### config.mk
export PLATFORM = sky130hd
export DESIGN_NAME = bsg_tx_sequencer_flat
export DESIGN_NICKNAME = d
export VERILOG_FILES = /design/src/rtl/bsg_tx_sequencer_if.sv /design/src/rtl/bsg_tx_sequencer.sv /design/src/flat_wrapper.sv
export SDC_FILE = /design/constraint.sdc
export NUM_CORES = 1
export LEC_CHECK = 0
export BUFFER_PORTS_ARGS = -buffer_cell sky130_fd_sc_hd__buf_2
export CAP_MARGIN = 30
export CORE_MARGIN = 4
export CORE_UTILIZATION = 35
export DETAILED_ROUTE_END_ITERATION = 7
export RECOVER_POWER = 25
export SLEW_MARGIN = 20
export SYNTH_ARGS = -nofsm -noshare
export SYNTH_HDL_FRONTEND = slang
export SYNTH_SLANG_ARGS = --single-unit
### constraint.sdc
create_clock -name clk -period 2.66 [get_ports clk]
set_clock_uncertainty 0.2 [all_clocks]
set_input_delay 0.133 -clock clk [delete_from_list [all_inputs] [get_ports clk]]
set_output_delay 0.133 -clock clk [all_outputs]
set_load 0.01 [all_outputs]
### src/rtl/bsg_tx_sequencer_if.sv
// Register-side and serial-side signal bundle for the BSG transmit sequencer.
// The master drives control/data bytes; the slave (sequencer) drives status and serial outputs.
interface bsg_tx_sequencer_if;
  logic       tx_enable;
  logic       int_mask;
  logic       int_flag_clr;
  logic [7:0] data1;
  logic [7:0] data2;
  logic       bit_out;
  logic       bit_valid;
  logic       status;
  logic       int_flag;
  logic       done;

  modport master (
    output tx_enable, int_mask, int_flag_clr, data1, data2,
    input  bit_out, bit_valid, status, int_flag, done
  );

  modport slave (
    input  tx_enable, int_mask, int_flag_clr, data1, data2,
    output bit_out, bit_valid, status, int_flag, done
  );
endinterface

### src/rtl/bsg_tx_sequencer.sv
// Sequences one 16-bit BSG transmission (data1 then data2, MSB-first) on a rising
// edge of TXENABLE, holding each bit DIV cycles and reporting STATUS/INTFLAG/done.
module bsg_tx_sequencer #(
  parameter int unsigned DIV        = 4,
  parameter logic        IDLE_LEVEL = 1'b1
) (
  input logic               clk,
  input logic               rst,
  bsg_tx_sequencer_if.slave bus
);

  typedef enum logic [1:0] {
    IDLE  = 2'd0,
    LOAD  = 2'd1,
    SHIFT = 2'd2,
    DONE  = 2'd3
  } state_t;

  localparam logic [7:0] DIV_LAST = 8'(DIV - 1);

  state_t      state;
  state_t      state_nxt;
  logic [15:0] shreg;
  logic [3:0]  bitcnt;
  logic [7:0]  divcnt;
  logic        tx_en_prev;
  logic        tx_armed;
  logic        start;
  logic        bit_end;
  logic        int_flag;

  // A level held high out of reset is not an edge: a low sample must be seen first.
  assign start   = bus.tx_enable & ~tx_en_prev & tx_armed;
  assign bit_end = (divcnt == DIV_LAST);

  always_ff @(posedge clk or posedge rst) begin
    if (rst) begin
      state <= IDLE;
    end else begin
      state <= state_nxt;
    end
  end

  always_comb begin
    state_nxt     = state;
    bus.bit_out   = IDLE_LEVEL;
    bus.bit_valid = 1'b0;
    bus.status    = 1'b0;
    bus.done      = 1'b0;
    unique case (state)
      IDLE: begin
        if (start) state_nxt = LOAD;
      end
      LOAD: begin
        bus.status = 1'b1;
        state_nxt  = SHIFT;
      end
      SHIFT: begin
        bus.status    = 1'b1;
        bus.bit_out   = shreg[15];
        bus.bit_valid = 1'b1;
        if (bit_end && (bitcnt == 4'd15)) state_nxt = DONE;
      end
      DONE: begin
        bus.status = 1'b1;
        bus.done   = 1'b1;
        state_nxt  = IDLE;
      end
      default: state_nxt = IDLE;
    endcase
  end

  always_ff @(posedge clk or posedge rst) begin
    if (rst) begin
      shreg  <= 16'd0;
      bitcnt <= 4'd0;
      divcnt <= 8'd0;
    end else begin
      case (state)
        LOAD: begin
          shreg  <= {bus.data1, bus.data2};
          bitcnt <= 4'd0;
          divcnt <= 8'd0;
        end
        SHIFT: begin
          if (bit_end) begin
            shreg  <= {shreg[14:0], 1'b0};
            divcnt <= 8'd0;
            if (bitcnt != 4'd15) bitcnt <= bitcnt + 4'd1;
          end else begin
            divcnt <= divcnt + 8'd1;
          end
        end
        default: ;
      endcase
    end
  end

  always_ff @(posedge clk or posedge rst) begin
    if (rst) begin
      tx_en_prev <= 1'b0;
      tx_armed   <= 1'b0;
    end else begin
      tx_en_prev <= bus.tx_enable;
      tx_armed   <= tx_armed | ~bus.tx_enable;
    end
  end

  // Setting in the DONE cycle takes priority over a coincident clear.
  always_ff @(posedge clk or posedge rst) begin
    if (rst) begin
      int_flag <= 1'b0;
    end else if ((state == DONE) && bus.int_mask) begin
      int_flag <= 1'b1;
    end else if (bus.int_flag_clr) begin
      int_flag <= 1'b0;
    end
  end

  assign bus.int_flag = int_flag;

endmodule

### src/flat_wrapper.sv
// flat-port wrapper written by rule: the top's interface ports become plain ports
module bsg_tx_sequencer_flat 
#(
  parameter int unsigned DIV        = 4,
  parameter logic        IDLE_LEVEL = 1'b1
)
  (clk, rst, bus_tx_enable, bus_int_mask, bus_int_flag_clr, bus_data1, bus_data2, bus_bit_out, bus_bit_valid, bus_status, bus_int_flag, bus_done);
  bsg_tx_sequencer_if bus_i ();
  input logic clk;
  input logic rst;
  input wire logic [$bits(bus_i.tx_enable)-1:0] bus_tx_enable;
  input wire logic [$bits(bus_i.int_mask)-1:0] bus_int_mask;
  input wire logic [$bits(bus_i.int_flag_clr)-1:0] bus_int_flag_clr;
  input wire logic [$bits(bus_i.data1)-1:0] bus_data1;
  input wire logic [$bits(bus_i.data2)-1:0] bus_data2;
  output wire logic [$bits(bus_i.bit_out)-1:0] bus_bit_out;
  output wire logic [$bits(bus_i.bit_valid)-1:0] bus_bit_valid;
  output wire logic [$bits(bus_i.status)-1:0] bus_status;
  output wire logic [$bits(bus_i.int_flag)-1:0] bus_int_flag;
  output wire logic [$bits(bus_i.done)-1:0] bus_done;
  assign bus_i.tx_enable = bus_tx_enable;
  assign bus_i.int_mask = bus_int_mask;
  assign bus_i.int_flag_clr = bus_int_flag_clr;
  assign bus_i.data1 = bus_data1;
  assign bus_i.data2 = bus_data2;
  assign bus_bit_out = bus_i.bit_out;
  assign bus_bit_valid = bus_i.bit_valid;
  assign bus_status = bus_i.status;
  assign bus_int_flag = bus_i.int_flag;
  assign bus_done = bus_i.done;
  bsg_tx_sequencer #(.DIV(DIV), .IDLE_LEVEL(IDLE_LEVEL)) u_core (.clk(clk), .rst(rst), .bus(bus_i));
endmodule
# After elaboration in Yosys (flattened, before gate mapping)
# Index checks and enable logic that the tools add are counted.
totals:
  register_bits: 33
  inputBits: 21
  out_inout_bits: 5
  elab_cells: 49
op_classes:
  add_sub_neg: 2
  n_eq_ne: 10
  mux: 16
  bitwise_logic: 5
  reduce_logical: 9
ops:
  columns: ["operator", "count"]
  rows:
  - ["16-bit case mux with 2 select lines", 1]
  - ["16-bit two-way mux", 1]
  - ["8-bit case mux with 2 select lines", 1]
  - ["8-bit by 1-bit adder with 8-bit output (second input constant)", 1]
  - ["8-bit by 2-bit == test with 1-bit output (second input constant)", 1]
  - ["4-bit two-way mux", 2]
  - ["8-bit two-way mux", 1]
  - ["2-bit by 1-bit inequality test with 1-bit output (second input constant)", 4]
  - ["2-bit case mux with 4 select lines", 1]
  - ["4-bit case mux with 2 select lines", 1]
  - ["1-bit two-way mux", 6]
  - ["4-bit by 1-bit adder with 4-bit output (second input constant)", 1]
  - ["2-bit == test (second input constant)", 2]
  - ["4-bit == test (second input constant)", 1]
  - ["2-bit two-way mux", 2]
  - ["4-bit inequality test (second input constant)", 1]
  - ["2-bit AND reduction", 2]
  - ["2-bit nonzero test", 2]
  - ["3-bit AND reduction", 1]
  - ["3-bit OR reduction", 1]
  - ["1-bit bitwise AND", 2]
  - ["2-bit by 1-bit == test with 1-bit output (second input constant)", 1]
  - ["1-bit logical AND", 2]
  - ["2-bit zero test", 1]
  - ["other kinds (2)", 3]

# Depth between registers and ports, before layout
# Gate-level depths: netlist of run 1.
depth:
  ltp_word: 5
  ltp_mapped: 8
  depth_no_buf: 6

# Least setup slack after synthesis of run 1
# OpenSTA, ideal clock, no wires.
synth_path:
  kind: "register to register"
  from: "register u_core.state[0]"
  to: "register u_core.bitcnt[3]"
  setup_ns: 0.101
  t_arrival_ns: 1.741
  required_time_ns: 2.359
  slack_ns: 0.618
  path_stages_with_launch: 7
  path_buffers: 2
  synth_period_minus_slack_ns: 2.042
  cell_sequence: "dfrtp_1 -> inv_1 -> ha_1 -> clkbuf_1 -> clkbuf_1 -> nand2_1 -> o311ai_2"
synth_via:
  elab_chain_len: 3
  elab_cells_between_ends: 7
  cone_classes: "eq/ne (4); mux (1); reduce/logical (2)"
synth_lines:
  columns: ["item", "line", "text"]
  rows:
  - ["from (decl)", "bsg_tx_sequencer.sv:21", "state_t state;"]
  - ["from (signal assigned)", "bsg_tx_sequencer.sv:40", "state <= state_nxt;"]
  - ["2-bit == test / 2-bit by 1-bit == test with 1-bit output (equally long branches)", "bsg_tx_sequencer.sv:79", "case (state)"]
  - ["2-bit by 1-bit inequality test with 1-bit output (no line) / 2-bit nonzero test (equally long branches)", null, null]
  - ["3-bit AND reduction (no line)", null, null]
  - ["to (signal assigned)", "bsg_tx_sequencer.sv:89", "if (bitcnt != 4'd15) bitcnt <= bitcnt + 4'd1;"]
  - ["to (decl)", "bsg_tx_sequencer.sv:24", "logic [3:0] bitcnt;"]
# Parallel ways exist; a longest one is shown, timed or not.
# A chain may end at the register's enable or synchronous reset.

# Worst setup path in the final report of run 1
layout_path:
  from: "register u_core.divcnt[0]"
  to: "register u_core.shreg[6]"
layout_via:
  elab_chain_len: 3
layout_lines:
  columns: ["item", "line", "text"]
  rows:
  - ["from (decl)", "bsg_tx_sequencer.sv:25", "logic [7:0] divcnt;"]
  - ["from (signal assigned)", "bsg_tx_sequencer.sv:91", "divcnt <= divcnt + 8'd1;"]
  - ["8-bit by 2-bit == test with 1-bit output", "bsg_tx_sequencer.sv:34", "assign bit_end = (divcnt == DIV_LAST);"]
  - ["2-bit by 1-bit inequality test with 1-bit output (no line)", null, null]
  - ["2-bit AND reduction (no line)", null, null]
  - ["to (signal assigned)", "bsg_tx_sequencer.sv:81", "shreg <= {bus.data1, bus.data2};"]
  - ["to (signal assigned)", "bsg_tx_sequencer.sv:87", "shreg <= {shreg[14:0], 1'b0};"]
  - ["to (decl)", "bsg_tx_sequencer.sv:23", "logic [15:0] shreg;"]
# Every way passes these cells.

==> results.md, run 1 <==
- Status: finished clean
- Final worst path period share: 0.843
- Area Overhead vs Synth: 29.7%
- Ys async rst share: 1.00
- Most used flip-flop cell after synthesis: dfrtp_1
- Reg2reg end: u_core.shreg[6]$_DFFE_PP0P_
- Hold depth: 1
- Number of global-route vias before repair: 1297
- Worst Tran Pin Value: 0.826 ns
- Starting Density: 0.361
- Post-synthesis cell type count: 35
- Avg Inst Size Synth: 10.4 um^2
- Sequential Power Share: 0.486
- H-tree depth: 2
- Compound-gate portion of the synthesized area: 0.136
- P_sw: 201 uW
- Synth area leaders: dfrtp_1, mux2i_1, nor2_1, a21oi_2, ha_1
- LEAKAGE: 0.00113 uW
- Post-CTS setup buffer count: 0
- Routed vias/inst: 4.49
- HPWL after DPL: 2.19 mm
- Most common cell in the netlist: dfrtp_1
- Hold Path Class: reg2reg
- Minimum clock period after layout: 2.24 ns
- Clk_lat worst skew: 0.28 ns
- Clock tree buffer depth: 2
- Global-route met2 utilization: 0.194
- Int Pwr: 844 uW
- GP Congestion: 0.818
- Global route overflow: 0
- Relative slew slack: 0.449
- Peak VDD IR: 0.222 mV
- Met3 Use GR: 0.0344
- Final Setup Violations: 0
- Reg2Reg Depth: 6
- Fin. Hold Viols: 0
- Dominant cell type by area after synthesis: dfrtp_1
- Top cells by instance count after synthesis: dfrtp_1, nor2_1, mux2i_1
- Fin. max-slew vios: 0
- Clock transition at the registers of the reported paths: 0.06 ns
- Post-CTS Resized: 0
- Overall Power: 1040 uW
- R2r setup slk: 0.42 ns
- Antenna viol nets, final: 0
- Worst Path Arrival: 2.25 ns
- Register bit total from synthesis: 33
- Ant diodes: 0
- RSZ-0062 raised after global routing: no
- Synth Area in XOR/XNOR: 0.0306
- Root Buffer: clkbuf_8
- Top cell type's share of synthesized area: 0.481
- Row count: 25
- Final setup TNS: 0 ns
- Critical Path Source Type: register
- Hold buffer count at cts: 20
- Crit-path cells: ha_1 > or4b_4 > o31ai_4 > buf_4 > nor2_1 > a21oi_2
- Die Y: 78.1 um
- DRC Markers: 0
- Min-Delay Startpoint: u_core.tx_armed$_DFF_PP0_
- Mux share of post-synthesis cell area: 0.106
- CTS buffer count: 5
- Die W: 78.1 um
- Pin count of the biggest net entering global routing: 34
- Largest family of logic cells by synthesized area: simple AND/OR/NAND/NOR gates
- Achievable frequency: 446 MHz
- IO Count: 26
- Layout cells sized above 1: 0.248
- Cell area after synthesis: 1720 um^2
- TritonCTS Sinks: 33
- Hold worst-path end: u_core.tx_armed$_DFF_PP0_
- 1st-iter DRT viols: 49
- Wire per inst: 11.9 um
- WS Path Type: reg2reg
- Switching share of power: 0.192
- Top delay family on crit path: simple AND/OR/NAND/NOR gates
- Gate Count Post-Synth: 165
- Reg2reg start: u_core.divcnt[0]$_DFFE_PP0P_
- Final worst-path setup slack: 0.418 ns
- EDFF count, synth: 0
- Clk network pwr share: 0.462
- Buf/Inv on CP: 1
- Via Count: 1263
- Final WL: 3.33 mm
- Fill count: 470
- Worst setup EP type: register
- Logic gate share of total power: 0.052
- CORE AREA: 4750 um^2
- Crit-path max cell delay: 0.54 ns
- Area share of fa/ha/maj cells after synthesis: 0.0437
- Simple-Gate Fraction of Synth Area: 0.154
- Post-layout util: 0.469
- Max-cap viol count: 0
- Setup WS pre-CTS: 0.433 ns
- Synth warn: 0
- Final Net Count: 240
- Gr busiest metal: met2
- Total GRT Usage: 0.123
- CTS tree: yes
- Port Buf Inserts: 25
- Post-synthesis net count: 192
- GR Layer Usage met1: 0.159
- Pwr dens: 469 nW/um^2
- Initial antenna violation count: 0
- First-pass GRT wire length: 5.95 mm
- Seq/Total Area, Yosys: 0.481
- Worst EP required: 2.67 ns
- Critical Path Fanout Max: 31
- DIE AREA: 6090 um^2
- CP max-delay cell: or4b_4
- Drt first pass iters: 4
==> final cells by class <==
class,count,area (um^2),share of cell area
Sequential cell,33,826,0.371
Multi-Input combinational cell,114,810,0.363
Timing Repair Buffer,50,359,0.161
Clock buffer,7,86.3,0.0387
Tap cell,67,83.8,0.0376
Inverter,9,33.8,0.0152
Clock inverter,1,30.0,0.0135
==> worst reg2reg max path: cells and delay by family, from the launching register on <==
| kind | cells | cell delay [ns] |
|---|---|---|
| flops | 1 | 0.40 |
| compound gates | 2 | 0.34 |
| simple gates | 2 | 0.64 |
| buf+inv | 1 | 0.36 |
| fa+ha+maj | 1 | 0.23 |
==> sequential cells by signal, summed over array words and instances, names as in the netlist <==
name / cells
u_core.bitcnt: 4
u_core.bus.int_flag: 1
u_core.divcnt: 8
u_core.shreg: 16
u_core.state: 2
u_core.tx_armed: 1
u_core.tx_en_prev: 1
==> worst max path at each step <==
stage / slack, ns / from / depth (start not counted) / endpoint
after detailed placement: 0.43 / u_core.divcnt[1]$_DFFE_PP0P_ / 6 / u_core.shreg[6]$_DFFE_PP0P_
after CTS: 0.42 / u_core.divcnt[0]$_DFFE_PP0P_ / 6 / u_core.shreg[6]$_DFFE_PP0P_
after global placement: 0.48 / u_core.divcnt[0]$_DFFE_PP0P_ / 6 / u_core.shreg[13]$_DFFE_PP0P_
after global routing: 0.26 / u_core.divcnt[0]$_DFFE_PP0P_ / 6 / u_core.shreg[14]$_DFFE_PP0P_
after floorplan: 0.62 / u_core.state[0]$_DFFE_PP0P_ / 6 / u_core.bitcnt[3]$_DFFE_PP0P_
final: 0.42 / u_core.divcnt[0]$_DFFE_PP0P_ / 6 / u_core.shreg[6]$_DFFE_PP0P_
==> layer usage <==
layer | up-vias | wire [um] | share of wire
met4 | 0 | 70 | 0.021
li1 | 652 | - | -
met2 | 12 | 1610 | 0.48
met5 | - | 0 | 0
met3 | 7 | 82 | 0.025
met1 | 592 | 1570 | 0.47
==> placed cells by master, fill, tap and decap left out <==
cell	n
nor2b_1	1
buf_4	4
buf_2	24
nand4_1	4
nor3b_4	1
mux2i_1	16
or4b_4	1
nand3_1	4
nor2_1	26
dlygate4sd3_1	20
o21ai_2	1
o21a_1	1
a22oi_1	1
ha_1	6
clkbuf_8	6
dfrtp_1	33
bufinv_16	1
nand2_1	11
nor3_1	1
and2_1	1
a311oi_1	1
or3_1	1
o311ai_2	1
a21oi_1	5
a41o_1	1
clkbuf_2	1
a21oi_2	10
xor2_1	3
inv_1	9
o31ai_4	1
nand2b_1	4
o2bb2ai_1	1
a31oi_1	1
xnor2_1	3
o21ai_0	4
o22ai_1	1
mux2_2	2
clkbuf_1	2
==> power by group through the flow <==
| stage | registers (uW) | logic [uW] | clock network (uW) |
|---|---|---|---|
| final | 508 | 54.0 | 483 |
| after global routing | 507 | 61.5 | 524 |
| after CTS | 507 | 55.5 | 499 |
| after detailed placement | 517 | 34.2 | 0 |
| after global placement | 517 | 33.9 | 0 |
| after floorplan | 516 | 13.6 | 0 |
==> cell families (layout without fill, tap and decap cells) <==
| group | after synthesis | after routing |
|---|---|---|
| compound gates | 29 | 29 |
| xor+xnor | 6 | 6 |
| fa+ha+maj | 6 | 6 |
| buf+inv | 18 | 67 |
| flops | 33 | 33 |
| mux | 18 | 18 |
| simple gates | 55 | 55 |
==> through the flow <==
stage,area (um^2),cells,hold slack (ns)
floorplan,1720,165,-0.0356
global placement,1920,253,0.0473
detailed placement,1920,253,0.0474
CTS,2230,281,0.270
global route,2230,281,0.312
finish,2230,281,0.272
Note: power is estimated with default switching activity, not from simulation.
==> run 2: changes to the inputs <==
==> constraint.sdc (replaced) <==
create_clock -name clk -period 2.2 [get_ports clk]
set_clock_uncertainty 0.2 [all_clocks]
set_input_delay 0.11 -clock clk [delete_from_list [all_inputs] [get_ports clk]]
set_output_delay 0.11 -clock clk [all_outputs]
set_load 0.01 [all_outputs]
==> results.md, run 2 (synthesis results as in run 1) <==
- Critical Path Source Type: register
- Clock transition at the registers of the reported paths: 0.08 ns
- Routed vias/inst: 4.68
- Cell count after placement: 254
- Clock tree buffer depth: 2
- Ant diodes: 0
- Minimum clock period after layout: 2.10 ns
- Total GRT Usage: 0.122
- Commonest non-fill, non-tap cell in the layout: dfrtp_1
- Top flop regs: u_core.shreg: 16 flops, u_core.divcnt: 8 flops, u_core.bitcnt: 4 flops
- Pin count of the biggest net entering global routing: 34
- Max-cap viol count: 0
- Crit-path cells: ha_2 > or4b_4 > o31ai_4 > buf_4 > clkbuf_16 > o22ai_1
- Largest register FFs: 16
- 1st-iter DRT viols: 70
- Fin. Hold Viols: 0
- H-tree depth: 2
- Relative slew slack: 0.455
- DIE AREA: 6090 um^2
- HPWL after DPL: 2.22 mm
- DRC Markers: 0
- Final worst path period share: 0.953
- Wire per inst: 12.6 um
- Starting Density: 0.361
- Final WL: 3.60 mm
- Root Buffer: clkbuf_8
- CORE AREA: 4750 um^2
- CTS tree: yes
- Peak VDD IR: 0.328 mV
- Row count: 25
- Layout cells sized above 1: 0.271
- Final Setup Violations: 0
- Die W: 78.1 um
- Hold Path Class: reg2reg
- Worst setup EP type: register
- Antenna viol nets, final: 0
- Final setup TNS: 0 ns
- Worst Path Arrival: 2.06 ns
- Global route overflow: 0
- TritonCTS Sinks: 33
- Commonest cells after routing, fill and taps aside: dfrtp_1, nor2_1, buf_2, dlygate4sd3_1, mux2i_1
- RSZ-0062 raised after global routing: no
- Critical Path Fanout Max: 15
- Post-Layout Cell Count: 285
- Worst Tran Pin Value: 0.817 ns
- Drt first pass iters: 4
- CTS buffer count: 5
- Area Overhead vs Synth: 35.4%
- Port Buf Inserts: 25
- LEAKAGE: 0.00117 uW
- Via Count: 1335
- Clk_lat worst skew: 0.29 ns
- CP max-delay cell: or4b_4
- Initial antenna violation count: 0
- Most flops, register: u_core.shreg
- IO Count: 26
- Fin. max-slew vios: 0
- Worst EP required: 2.16 ns
- Achievable frequency: 477 MHz
- Crit-path max cell delay: 0.52 ns
- Number of global-route vias before repair: 1238
- Pwr dens: 582 nW/um^2
- Die Y: 78.1 um
- First-pass GRT wire length: 5.86 mm
- Status: finished clean
- Final Net Count: 244
- WS Path Type: reg2reg
- GP Congestion: 0.829
-- run 2: changes by cell type in the layout (fill, tap and decap cells not counted), sizes merged --
cell,delta
buf,+2
clkinv,+1
bufinv,+1
-- run 2: critical path, delay by kind of cell, from the launching register on --
kind	cells	cell delay, ns
DFF	1	0.39
buffers and inverters	2	0.38
adders and majority gates	1	0.21
and+or+nand+nor	1	0.52
AOI/OAI and AO/OA	2	0.27
-- run 2: stage by stage --
| stage | util | power, uW | cell area (um^2) | hold slack [ns] | setup slack (ns) |
|---|---|---|---|---|---|
| global route | 0.489 | 1410 | 2330 | 0.282 | 0.00108 |
| detailed placement | 0.407 | 666 | 1940 | 0.0260 | 0.0952 |
| floorplan | - | 641 | 1720 | -0.0586 | 0.158 |
| CTS | 0.477 | 1370 | 2270 | 0.255 | 0.0792 |
| finish | 0.489 | 1350 | 2330 | 0.271 | 0.104 |
| global placement | 0.407 | 666 | 1940 | 0.0300 | 0.152 |
-- run 2: cell type report --
type / instances / area [um^2]
Clock buffer: 5 / 68.8
Clock inverter: 3 / 65.1
Inverter: 9 / 33.8
Sequential cell: 33 / 826
Tap cell: 67 / 83.8
Fill cell: 464 / 2430
Multi-Input combinational cell: 114 / 812
Timing Repair Buffer: 54 / 437
-- run 2: report_power, final --
part	total [uW]	switching (uW)	internal [uW]
registers	614	2.44	611
clock network	675	225	450
logic	65.9	26.4	39.5
total	1350	254	1100
-- run 2: what timing repair did --
action / 4_1_cts / 5_1_grt
setup endpoints to repair: 0 / 8
resized for setup: 0 / 1
hold buffers: 20 / 0
endpoints found under the hold margin: 52 / 0
setup buffers: 0 / 1
-- run 2: routing by layer --
| layer | share of wire | GRT usage | routed length (um) | vias up |
|---|---|---|---|---|
| li1 | - | - | - | 667 |
| met1 | 0.45 | 0.161 | 1610 | 642 |
| met2 | 0.50 | 0.187 | 1790 | 18 |
| met3 | 0.029 | 0.0310 | 103 | 8 |
| met4 | 0.024 | 0.0577 | 87 | 0 |
| met5 | 0 | 0 | 0 | - |
-- run 2: final timing paths --
path	from	end	slack [ns]	cells after the start
min in group asynchronous	rst	u_core.divcnt[7]$_DFFE_PP0P_	0.40	4
max reg2reg	u_core.divcnt[1]$_DFFE_PP0P_	u_core.shreg[0]$_DFFE_PP0P_	0.10	6
max in group asynchronous	rst	u_core.shreg[7]$_DFFE_PP0P_	0.89	4
max	u_core.divcnt[1]$_DFFE_PP0P_	u_core.shreg[0]$_DFFE_PP0P_	0.10	6
min reg2reg	u_core.tx_armed$_DFF_PP0_	u_core.tx_armed$_DFF_PP0_	0.27	1
min	u_core.tx_armed$_DFF_PP0_	u_core.tx_armed$_DFF_PP0_	0.27	1
